`config.mk`:
```
export PLATFORM = sky130hd
export DESIGN_NAME = cordic_phase_gen
export DESIGN_NICKNAME = d
export VERILOG_FILES = /design/src/rtl/cordic_pkg.sv /design/src/rtl/cordic_phase_lfsr.sv /design/src/rtl/cordic_phase_gen.sv
export SDC_FILE = /design/constraint.sdc
export NUM_CORES = 1
export LEC_CHECK = 0
export BUFFER_PORTS_ARGS = -buffer_cell sky130_fd_sc_hd__buf_2
export CAP_MARGIN = 20
export CORE_UTILIZATION = 30
export CTS_CLUSTER_SIZE = 8
export DETAILED_ROUTE_END_ITERATION = 8
export GPL_TIMING_DRIVEN = 0
export HOLD_SLACK_MARGIN = 0.08
export PLACE_DENSITY = 0.44
export SLEW_MARGIN = 20
export SYNTH_ARGS = -nofsm -noshare
export SYNTH_HDL_FRONTEND = slang
export SYNTH_HIERARCHICAL = 1
export SYNTH_SLANG_ARGS = --single-unit
```
`constraint.sdc`:
```
create_clock -name clk -period 9.5 [get_ports clk]
set_input_delay 2.85 -clock clk [delete_from_list [all_inputs] [get_ports clk]]
set_output_delay 2.85 -clock clk [all_outputs]
set_load 0.02 [all_outputs]
```
`src/rtl/cordic_pkg.sv`:
```
// Shared types and constants for the CORDIC phase generator: FSM states,
// quadrant codes and the pi/2 angle-scaling constant.
package cordic_pkg;

  typedef enum logic {
    ST_IDLE = 1'b0,
    ST_RUN  = 1'b1
  } phase_state_t;

  typedef enum logic [1:0] {
    QUARTER_0   = 2'd0,
    QUARTER_90  = 2'd1,
    QUARTER_180 = 2'd2,
    QUARTER_270 = 2'd3
  } quarter_t;

  // pi * 2^60, used to derive round(pi/2 * 2^(w-1)) without real arithmetic
  localparam logic [63:0] PI_Q60 = 64'h3243_F6A8_885A_308D;

  function automatic logic [63:0] calc_k(input int angle_width);
    logic [63:0] half_lsb;
    half_lsb = 64'd1 << (61 - angle_width);
    return (PI_Q60 + half_lsb) >> (62 - angle_width);
  endfunction

endpackage

```
`src/rtl/cordic_phase_lfsr.sv`:
```
// 16-bit Fibonacci LFSR (x^16+x^14+x^13+x^11+1) used as phase dither source.
module cordic_phase_lfsr #(
  parameter logic [15:0] SEED = 16'hACE1
) (
  input  logic        clk,
  input  logic        rst,
  input  logic        step_i,
  output logic [15:0] value_o
);

  logic feedback;
  assign feedback = value_o[15] ^ value_o[13] ^ value_o[12] ^ value_o[10];

  always_ff @(posedge clk) begin
    if (rst) begin
      value_o <= SEED;
    end else if (step_i) begin
      value_o <= {value_o[14:0], feedback};
    end
  end

endmodule

```
`src/rtl/cordic_phase_gen.sv`:
```
// Phase accumulator front-end for a CORDIC rotator: emits quadrant, scaled
// residual angle and delayed amplitude with 2-cycle latency.
// Optional phase dither is enabled by defining CORDIC_PHASE_DITHER_EN.
module cordic_phase_gen
  import cordic_pkg::*;
#(
  parameter int DATA_WIDTH  = 12,
  parameter int ANGLE_WIDTH = 16,
  parameter int PHASE_WIDTH = 32
) (
  input  logic                          clk,
  input  logic                          rst,
  input  logic                          run_i,
  input  logic [PHASE_WIDTH-1:0]        freq_word_i,
  input  logic                          freq_load_i,
  input  logic                          phase_clr_i,
  input  logic [PHASE_WIDTH-1:0]        phase_offset_i,
  input  logic signed [DATA_WIDTH:0]    amp_i,
  output logic signed [DATA_WIDTH:0]    x_o,
  output logic [ANGLE_WIDTH-1:0]        theta_o,
  output logic [1:0]                    quarter_o,
  output logic                          valid_o
);

  localparam int LOW_W = PHASE_WIDTH - 2 - ANGLE_WIDTH;
  localparam logic [ANGLE_WIDTH-1:0] K_CONST = ANGLE_WIDTH'(calc_k(ANGLE_WIDTH));

  phase_state_t               state_reg, state_next;
  logic [PHASE_WIDTH-1:0]     acc_reg, acc_next;
  logic [PHASE_WIDTH-1:0]     inc_reg;
  logic [PHASE_WIDTH-1:0]     phase_sample;
  logic                       run_cycle;

  assign run_cycle = (state_reg == ST_RUN);

  always_comb begin
    state_next = state_reg;
    case (state_reg)
      ST_IDLE: if (run_i)  state_next = ST_RUN;
      ST_RUN:  if (!run_i) state_next = ST_IDLE;
      default: state_next = ST_IDLE;
    endcase
  end

  // A clear overrides the accumulate step in the same cycle
  always_comb begin
    acc_next = acc_reg;
    if (phase_clr_i) begin
      acc_next = phase_offset_i;
    end else if (run_cycle) begin
      acc_next = acc_reg + inc_reg;
    end
  end

  always_ff @(posedge clk) begin
    if (rst) begin
      state_reg <= ST_IDLE;
      acc_reg   <= '0;
      inc_reg   <= '0;
    end else begin
      state_reg <= state_next;
      acc_reg   <= acc_next;
      if (freq_load_i) inc_reg <= freq_word_i;
    end
  end

`ifdef CORDIC_PHASE_DITHER_EN
  logic [15:0]            lfsr_value;
  logic [PHASE_WIDTH-1:0] dither_add;

  cordic_phase_lfsr u_lfsr (
    .clk     (clk),
    .rst     (rst),
    .step_i  (run_cycle),
    .value_o (lfsr_value)
  );

  // Align the LFSR MSB just below the frac field
  generate
    if (LOW_W >= 16) begin : g_dither_wide
      assign dither_add = PHASE_WIDTH'(lfsr_value) << (LOW_W - 16);
    end else begin : g_dither_narrow
      assign dither_add = PHASE_WIDTH'(lfsr_value >> (16 - LOW_W));
    end
  endgenerate

  assign phase_sample = acc_reg + dither_add;
`else
  assign phase_sample = acc_reg;
`endif

  generate
    if (LOW_W > 0) begin : g_low_bits
      logic unused_low;
      assign unused_low = ^phase_sample[LOW_W-1:0];
    end
  endgenerate

  logic                       valid_s1_reg;
  logic [1:0]                 quarter_s1_reg;
  logic [ANGLE_WIDTH-1:0]     frac_s1_reg;
  logic signed [DATA_WIDTH:0] amp_s1_reg;

  always_ff @(posedge clk) begin
    if (rst) begin
      valid_s1_reg   <= 1'b0;
      quarter_s1_reg <= '0;
      frac_s1_reg    <= '0;
      amp_s1_reg     <= '0;
    end else begin
      valid_s1_reg <= run_cycle;
      if (run_cycle) begin
        quarter_s1_reg <= phase_sample[PHASE_WIDTH-1 -: 2];
        frac_s1_reg    <= phase_sample[PHASE_WIDTH-3 -: ANGLE_WIDTH];
        amp_s1_reg     <= amp_i;
      end
    end
  end

  // frac < 2^W and K < 2^W, so the top half of the product is always < K
  logic [2*ANGLE_WIDTH-1:0] theta_prod;
  logic                     unused_prod;
  assign theta_prod  = {{ANGLE_WIDTH{1'b0}}, frac_s1_reg} * {{ANGLE_WIDTH{1'b0}}, K_CONST};
  assign unused_prod = ^theta_prod[ANGLE_WIDTH-1:0];

  always_ff @(posedge clk) begin
    if (rst) begin
      valid_o   <= 1'b0;
      x_o       <= '0;
      theta_o   <= '0;
      quarter_o <= '0;
    end else begin
      valid_o <= valid_s1_reg;
      if (valid_s1_reg) begin
        x_o       <= amp_s1_reg;
        theta_o   <= theta_prod[2*ANGLE_WIDTH-1:ANGLE_WIDTH];
        quarter_o <= quarter_s1_reg;
      end
    end
  end

endmodule

```
==> results.txt, run 1 <==
Total GRT Usage: 0.176
Worst setup SP type: register
Ys Warns: 6
Vias in the first global route: 7550
Die height: 175 µm
Crit-path cells: ha_1 > fa_1 > fa_1 > fa_1 > ha_1 > ha_1 > nand4_1 > nor2_1 > a41oi_1 > a41oi_1 > or4b_1 > a31oi_1 > xor2_1 > o21ai_0
CTS Root Cell: clkbuf_16
First-pass GRT wire length: 41600 µm
Placed Cells: 1508
Hold Fails Final Rpt: 0
Routed vias/inst: 4.91
Total gr overflow: 0
GP Congestion: 0.893
Cell Pwr Density: 149 nW/µm²
Nets: 1365
LEAKAGE: 5.19 nW
CTS tree: built
Post-synthesis register bit count: 129
DR WL/cell: 17.2 µm
Syn nets: 1235
IO buf count: 111
Clk pin slew, worst setup/hold paths: 0.06 ns
Tcrit/Tclk final: 0.519
Num CTS Buffers: 17
Final worst path period need: 4.93 ns
Routed via count: 7564
H-tree lvl count: 4
RSZ-0062 raised after global routing: no
Slowest Stage Delay on Critical Path: 0.55 ns
CP max stage cell: fa_1
Max VDD drop: 115 µV
F_max: 203 MHz
Synth Cell Area: 9000 µm²
Post-synthesis sequential area ratio: 0.287
Rows: 63
Peak fanout along the critical path: 6
Core Util, Final: 0.361
Post-synth EDFFs: 0
Latest clock arrival within the worst-skew pair: 0.43 ns
Largest net degree at the start of global routing: 17
Mapped Avg Cell Area: 8.93 µm²
Final setup fails: 0
Total power draw: 1.59 mW
Status: complete, no violations
Maxcap violations: 0
Post-synth ARST share: 0
Io pins: 114
HP Class: reg2reg
Netlist cell types: 65
Hpwl dp: 21000 µm
P&R area growth vs syn: 18.7%
Buffer depth of the longest clock path: 2
Die area: 30700 µm²
Post-CTS resize count: 0
Fin. max-slew vios: 0
Share of layout cells above drive strength 1: 0.143
Starting Density: 0.304
Crit path DAT: 5.23 ns
Sum Neg Setup Slack: 0 ns
Crit-path leading delay family: adder cells
Final WL: 26500 µm
Worst setup path category: reg2reg
# clock sinks: 129
Post-Synthesis Cells: 1007
Clock skew: 0.0134 ns
# hold bufs at CTS: 0
Buffer and inverter count on the worst path: 0
Post-CTS Setup Inserts: 0
Worst slew margin: 0.432
Worst-Margin Slew: 0.852 ns
Worst path required time: 9.80 ns
N_diodes: 0
Post-DRT Antenna Nets: 0
Endpoint type of the worst setup path: register
1st-pass router iterations: 5
Initial antenna violation count: 0
Number of remaining DRC errors: 0
Horiz. Die Dim: 175 µm
Ys flop type: dfxtp_1
Core area: 29600 µm²
Finished Layout Cells: 1540
Initial DRC Count: 301
Worst hold margin: 0.468 ns
worst paths after layout:
| path | startpoint | to | slack [ns] | depth (start not counted) |
|---|---|---|---|---|
| min reg2reg | theta_o[13] | theta_o[13] | 0.47 | 2 |
| max | frac_s1_reg[2] | theta_o[13] | 4.57 | 14 |
| max reg2reg | frac_s1_reg[2] | theta_o[13] | 4.57 | 14 |
| min | theta_o[13] | theta_o[13] | 0.47 | 2 |
placed cells by master (no fill, tap or decap), types with 6 or more instances in the layout:
master	instances
a211oi_1	13
nor2_1	138
a31oi_1	9
a21oi_1	69
ha_1	117
nand4_1	12
xor2_1	10
nand2b_1	10
nand3_1	16
o22ai_1	14
buf_1	8
o21ai_0	28
mux2i_1	91
nand2_1	44
a21o_1	20
xnor2_1	28
buf_2	115
fa_1	29
and3_1	17
inv_6	6
clkbuf_16	17
inv_1	71
clkbuf_1	34
nor3_1	10
dfxtp_1	129
o21a_1	7
layout make-up:
cell class | count | area [µm²]
clock inverters | 13 | 198
fillers | 3208 | 18900
clock buffers | 19 | 443
repair buffers | 111 | 556
multi-input cells | 761 | 5970
well taps | 390 | 488
flip-flops and latches | 129 | 2580
plain buffers | 46 | 179
inverters | 71 | 267
routing by layer:
metal / up-vias / track usage / wire length (µm)
met2: 131 / 0.298 / 12800
met3: 27 / 0.0276 / 720
met1: 3569 / 0.232 / 12600
met4: 0 / 0.0442 / 381
met5: - / 0 / 0
li1: 3837 / - / -
power by group:
| part | internal (mW) | switching (mW) | leakage [nW] |
|---|---|---|---|
| combinational | 0.110 | 0.163 | 3.82 |
| clock | 0.453 | 0.278 | 0.310 |
| sequential | 0.567 | 0.0241 | 1.06 |
cells by family after synthesis:
logic type | Yosys count | share of synthesized area
simple gates | 269 | 0.134
xor+xnor | 38 | 0.0370
buf+inv | 117 | 0.0495
flops | 129 | 0.287
mux | 91 | 0.101
compound gates | 217 | 0.164
fa+ha+maj | 146 | 0.227
worst reg2reg max path: cells and delay by family (launching register included):
| kind | cells | cell delay [ns] |
|---|---|---|
| AO/OA/AOI/OAI | 4 | 0.82 |
| adder cells (fa/ha/maj) | 6 | 2.47 |
| flip-flops | 1 | 0.51 |
| AND/OR/NAND/NOR | 3 | 0.82 |
| XOR/XNOR | 1 | 0.18 |
stage by stage:
step / setup WS [ns] / area, µm²
finish: 4.57 / 10700
global route: 4.28 / 10700
CTS: 4.56 / 10700
detailed placement: 4.58 / 10000
global placement: 4.58 / 10000
floorplan: 5.08 / 9000
Yosys cell counts (10+ instances only):
cell type / instances / area share
o21ai_0: 28 / 0.016
clkbuf_1: 33 / 0.014
nand2_1: 44 / 0.018
inv_1: 71 / 0.030
xnor2_1: 28 / 0.027
fa_1: 29 / 0.065
a211oi_1: 13 / 0.011
dfxtp_1: 129 / 0.29
a21o_1: 20 / 0.017
nand3_1: 16 / 0.0089
and3_1: 17 / 0.012
a21oi_1: 69 / 0.038
nand4_1: 12 / 0.0083
ha_1: 117 / 0.16
o22ai_1: 14 / 0.0097
nand2b_1: 10 / 0.0070
nor3_1: 10 / 0.0056
nor2_1: 138 / 0.058
mux2i_1: 91 / 0.10
xor2_1: 10 / 0.0097
Note: power is estimated with default switching activity, not from simulation.
==> inputs of run 2 (changes only) <==
--- a/config.mk
+++ b/config.mk
@@ -12,7 +12,7 @@
 export DETAILED_ROUTE_END_ITERATION = 8
 export GPL_TIMING_DRIVEN = 0
 export HOLD_SLACK_MARGIN = 0.08
-export PLACE_DENSITY = 0.44
+export PLACE_DENSITY = 0.46
 export SLEW_MARGIN = 20
 export SYNTH_ARGS = -nofsm -noshare
 export SYNTH_HDL_FRONTEND = slang
==> constraint.sdc (replaced) <==
create_clock -name clk -period 4.2 [get_ports clk]
set_input_delay 1.26 -clock clk [delete_from_list [all_inputs] [get_ports clk]]
set_output_delay 1.26 -clock clk [all_outputs]
set_load 0.02 [all_outputs]
==> run 2 against run 1 <==
  * The run now ends with setup timing left
  * Maximum frequency increased by 12%
  * Routed wire length grew 1.2%
  * Sequential share of layout area decreased by 0.64 points
  * Clock-buffer cell count is 5 higher
  * Sequential power up 130%
  * Die area did not move
  * Clock skew up 0.0047 ns
  * Critical path type unchanged
  * Critical endpoint unchanged
  * Largest power group unchanged
==> results.txt, run 2 (same netlist as run 1, synthesis figures left out) <==
Status: complete, but fails checks
Failing checks: setup timing
Max VDD drop: 271 µV
CTS Root Cell: clkbuf_16
Vias in the first global route: 7715
Hpwl dp: 20900 µm
Worst-Margin Slew: 0.855 ns
CTS tree: built
Initial DRC Count: 350
1st-pass router iterations: 6
Total gr overflow: 0
Largest net degree at the start of global routing: 17
N_diodes: 0
Crit path DAT: 4.72 ns
Final setup fails: 4
Post-DRT Antenna Nets: 0
Total GRT Usage: 0.179
GP Congestion: 0.868
Core Util, Final: 0.376
Maxcap violations: 0
Tcrit/Tclk final: 1.05
Endpoint type of the worst setup path: register
DR WL/cell: 17.3 µm
Placed Cells: 1508
Hold Fails Final Rpt: 0
Final WL: 26800 µm
# clock sinks: 129
Clk pin slew, worst setup/hold paths: 0.06 ns
IO buf count: 111
Latest clock arrival within the worst-skew pair: 0.43 ns
HP Class: reg2reg
Rows: 63
F_max: 227 MHz
Io pins: 114
Pint: 2.66 mW
Routed via count: 7702
Worst setup SP type: register
Core area: 29600 µm²
Seq pwr share: 0.363
Initial antenna violation count: 0
Combinational power share: 0.180
Buffer depth of the longest clock path: 2
Psw: 1.01 mW
Routed vias/inst: 4.96
Num CTS Buffers: 17
Die height: 175 µm
Clk pwr share: 0.456
P&R area growth vs syn: 23.5%
Setup ws final: -0.201 ns
Sum Neg Setup Slack: -0.597 ns
Switching Fraction: 0.276
Finished Layout Cells: 1553
LEAKAGE: 5.25 nW
# hold bufs at CTS: 0
Share of layout cells above drive strength 1: 0.187
Worst slew margin: 0.430
Most frequent cells in the layout: nor2_1, dfxtp_1, buf_2, ha_1, mux2i_1
Worst path required time: 4.52 ns
Worst setup path category: reg2reg
Clock skew: 0.0181 ns
Peak fanout along the critical path: 4
Die area: 30700 µm²
Cell Pwr Density: 331 nW/µm²
Commonest non-fill, non-tap cell in the layout: nor2_1
Nets: 1378
RSZ-0062 raised after global routing: yes
H-tree lvl count: 4
Starting Density: 0.304
Total power draw: 3.68 mW
Number of remaining DRC errors: 0
Fin. max-slew vios: 0
First-pass GRT wire length: 42300 µm
Horiz. Die Dim: 175 µm
Final worst path period need: 4.40 ns
run 2: path summary, 6_finish.rpt:
| check | startpoint | end | slack (ns) | depth (start not counted) |
|---|---|---|---|---|
| max | frac_s1_reg[1] | theta_o[13] | -0.20 | 16 |
| min | theta_o[13] | theta_o[13] | 0.46 | 2 |
| max reg2reg | frac_s1_reg[1] | theta_o[13] | -0.20 | 16 |
| min reg2reg | theta_o[13] | theta_o[13] | 0.46 | 2 |
run 2: layout make-up:
| cell class | count | area, µm² |
|---|---|---|
| fillers | 3080 | 18500 |
| well taps | 390 | 488 |
| clock buffers | 24 | 482 |
| multi-input cells | 761 | 6250 |
| inverters | 71 | 267 |
| flip-flops and latches | 129 | 2620 |
| plain buffers | 46 | 179 |
| clock inverters | 8 | 174 |
| repair buffers | 124 | 653 |
run 2: power groups by stage:
stage / Clock (mW) / Combinational, mW / Sequential (mW)
3_5_place_dp: 0 / 0.634 / 1.37
3_3_place_gp: 0 / 0.635 / 1.37
6_report: 1.68 / 0.664 / 1.34
4_1_cts: 1.72 / 0.655 / 1.34
2_1_floorplan: 0 / 0.447 / 1.35
5_1_grt: 1.76 / 0.744 / 1.34
run 2: critical path, cell delays in order, from the launching register on:
cell and delay, ns:
dfxtp_4 0.37, ha_4 0.27, inv_2 0.03, fa_1 0.46, inv_1 0.05, fa_1 0.49
fa_1 0.46, ha_4 0.30, ha_4 0.20, o211ai_1 0.18, nor2_2 0.07, o31ai_4 0.29
a41oi_2 0.17, or4b_4 0.54, a31oi_4 0.16, xor2_1 0.18, o21ai_1 0.08
run 2: timing repair:
item | in CTS | in global routing
buffers inserted | 9 | 4
setup endpoints to repair | 8 | 11
endpoints found under the hold margin | 0 | 0
pin swaps | 26 | 24
resized for setup | 24 | 26
run 2: metal layers:
layer	global-route usage	vias up	share of wire
met5	0	-	0
met4	0.0688	0	0.028
met3	0.0311	38	0.035
met2	0.289	154	0.47
met1	0.237	3651	0.47
li1	-	3859	-
run 2: stage by stage:
step | cell area (µm²) | setup WS [ns] | hold WS (ns)
5_1_grt | 11100 | -0.354 | 0.484
2_1_floorplan | 9080 | 0.00733 | 0.460
3_3_place_gp | 10100 | -0.517 | 0.456
6_report | 11100 | -0.201 | 0.456
3_5_place_dp | 10100 | -0.499 | 0.456
4_1_cts | 11000 | -0.337 | 0.460
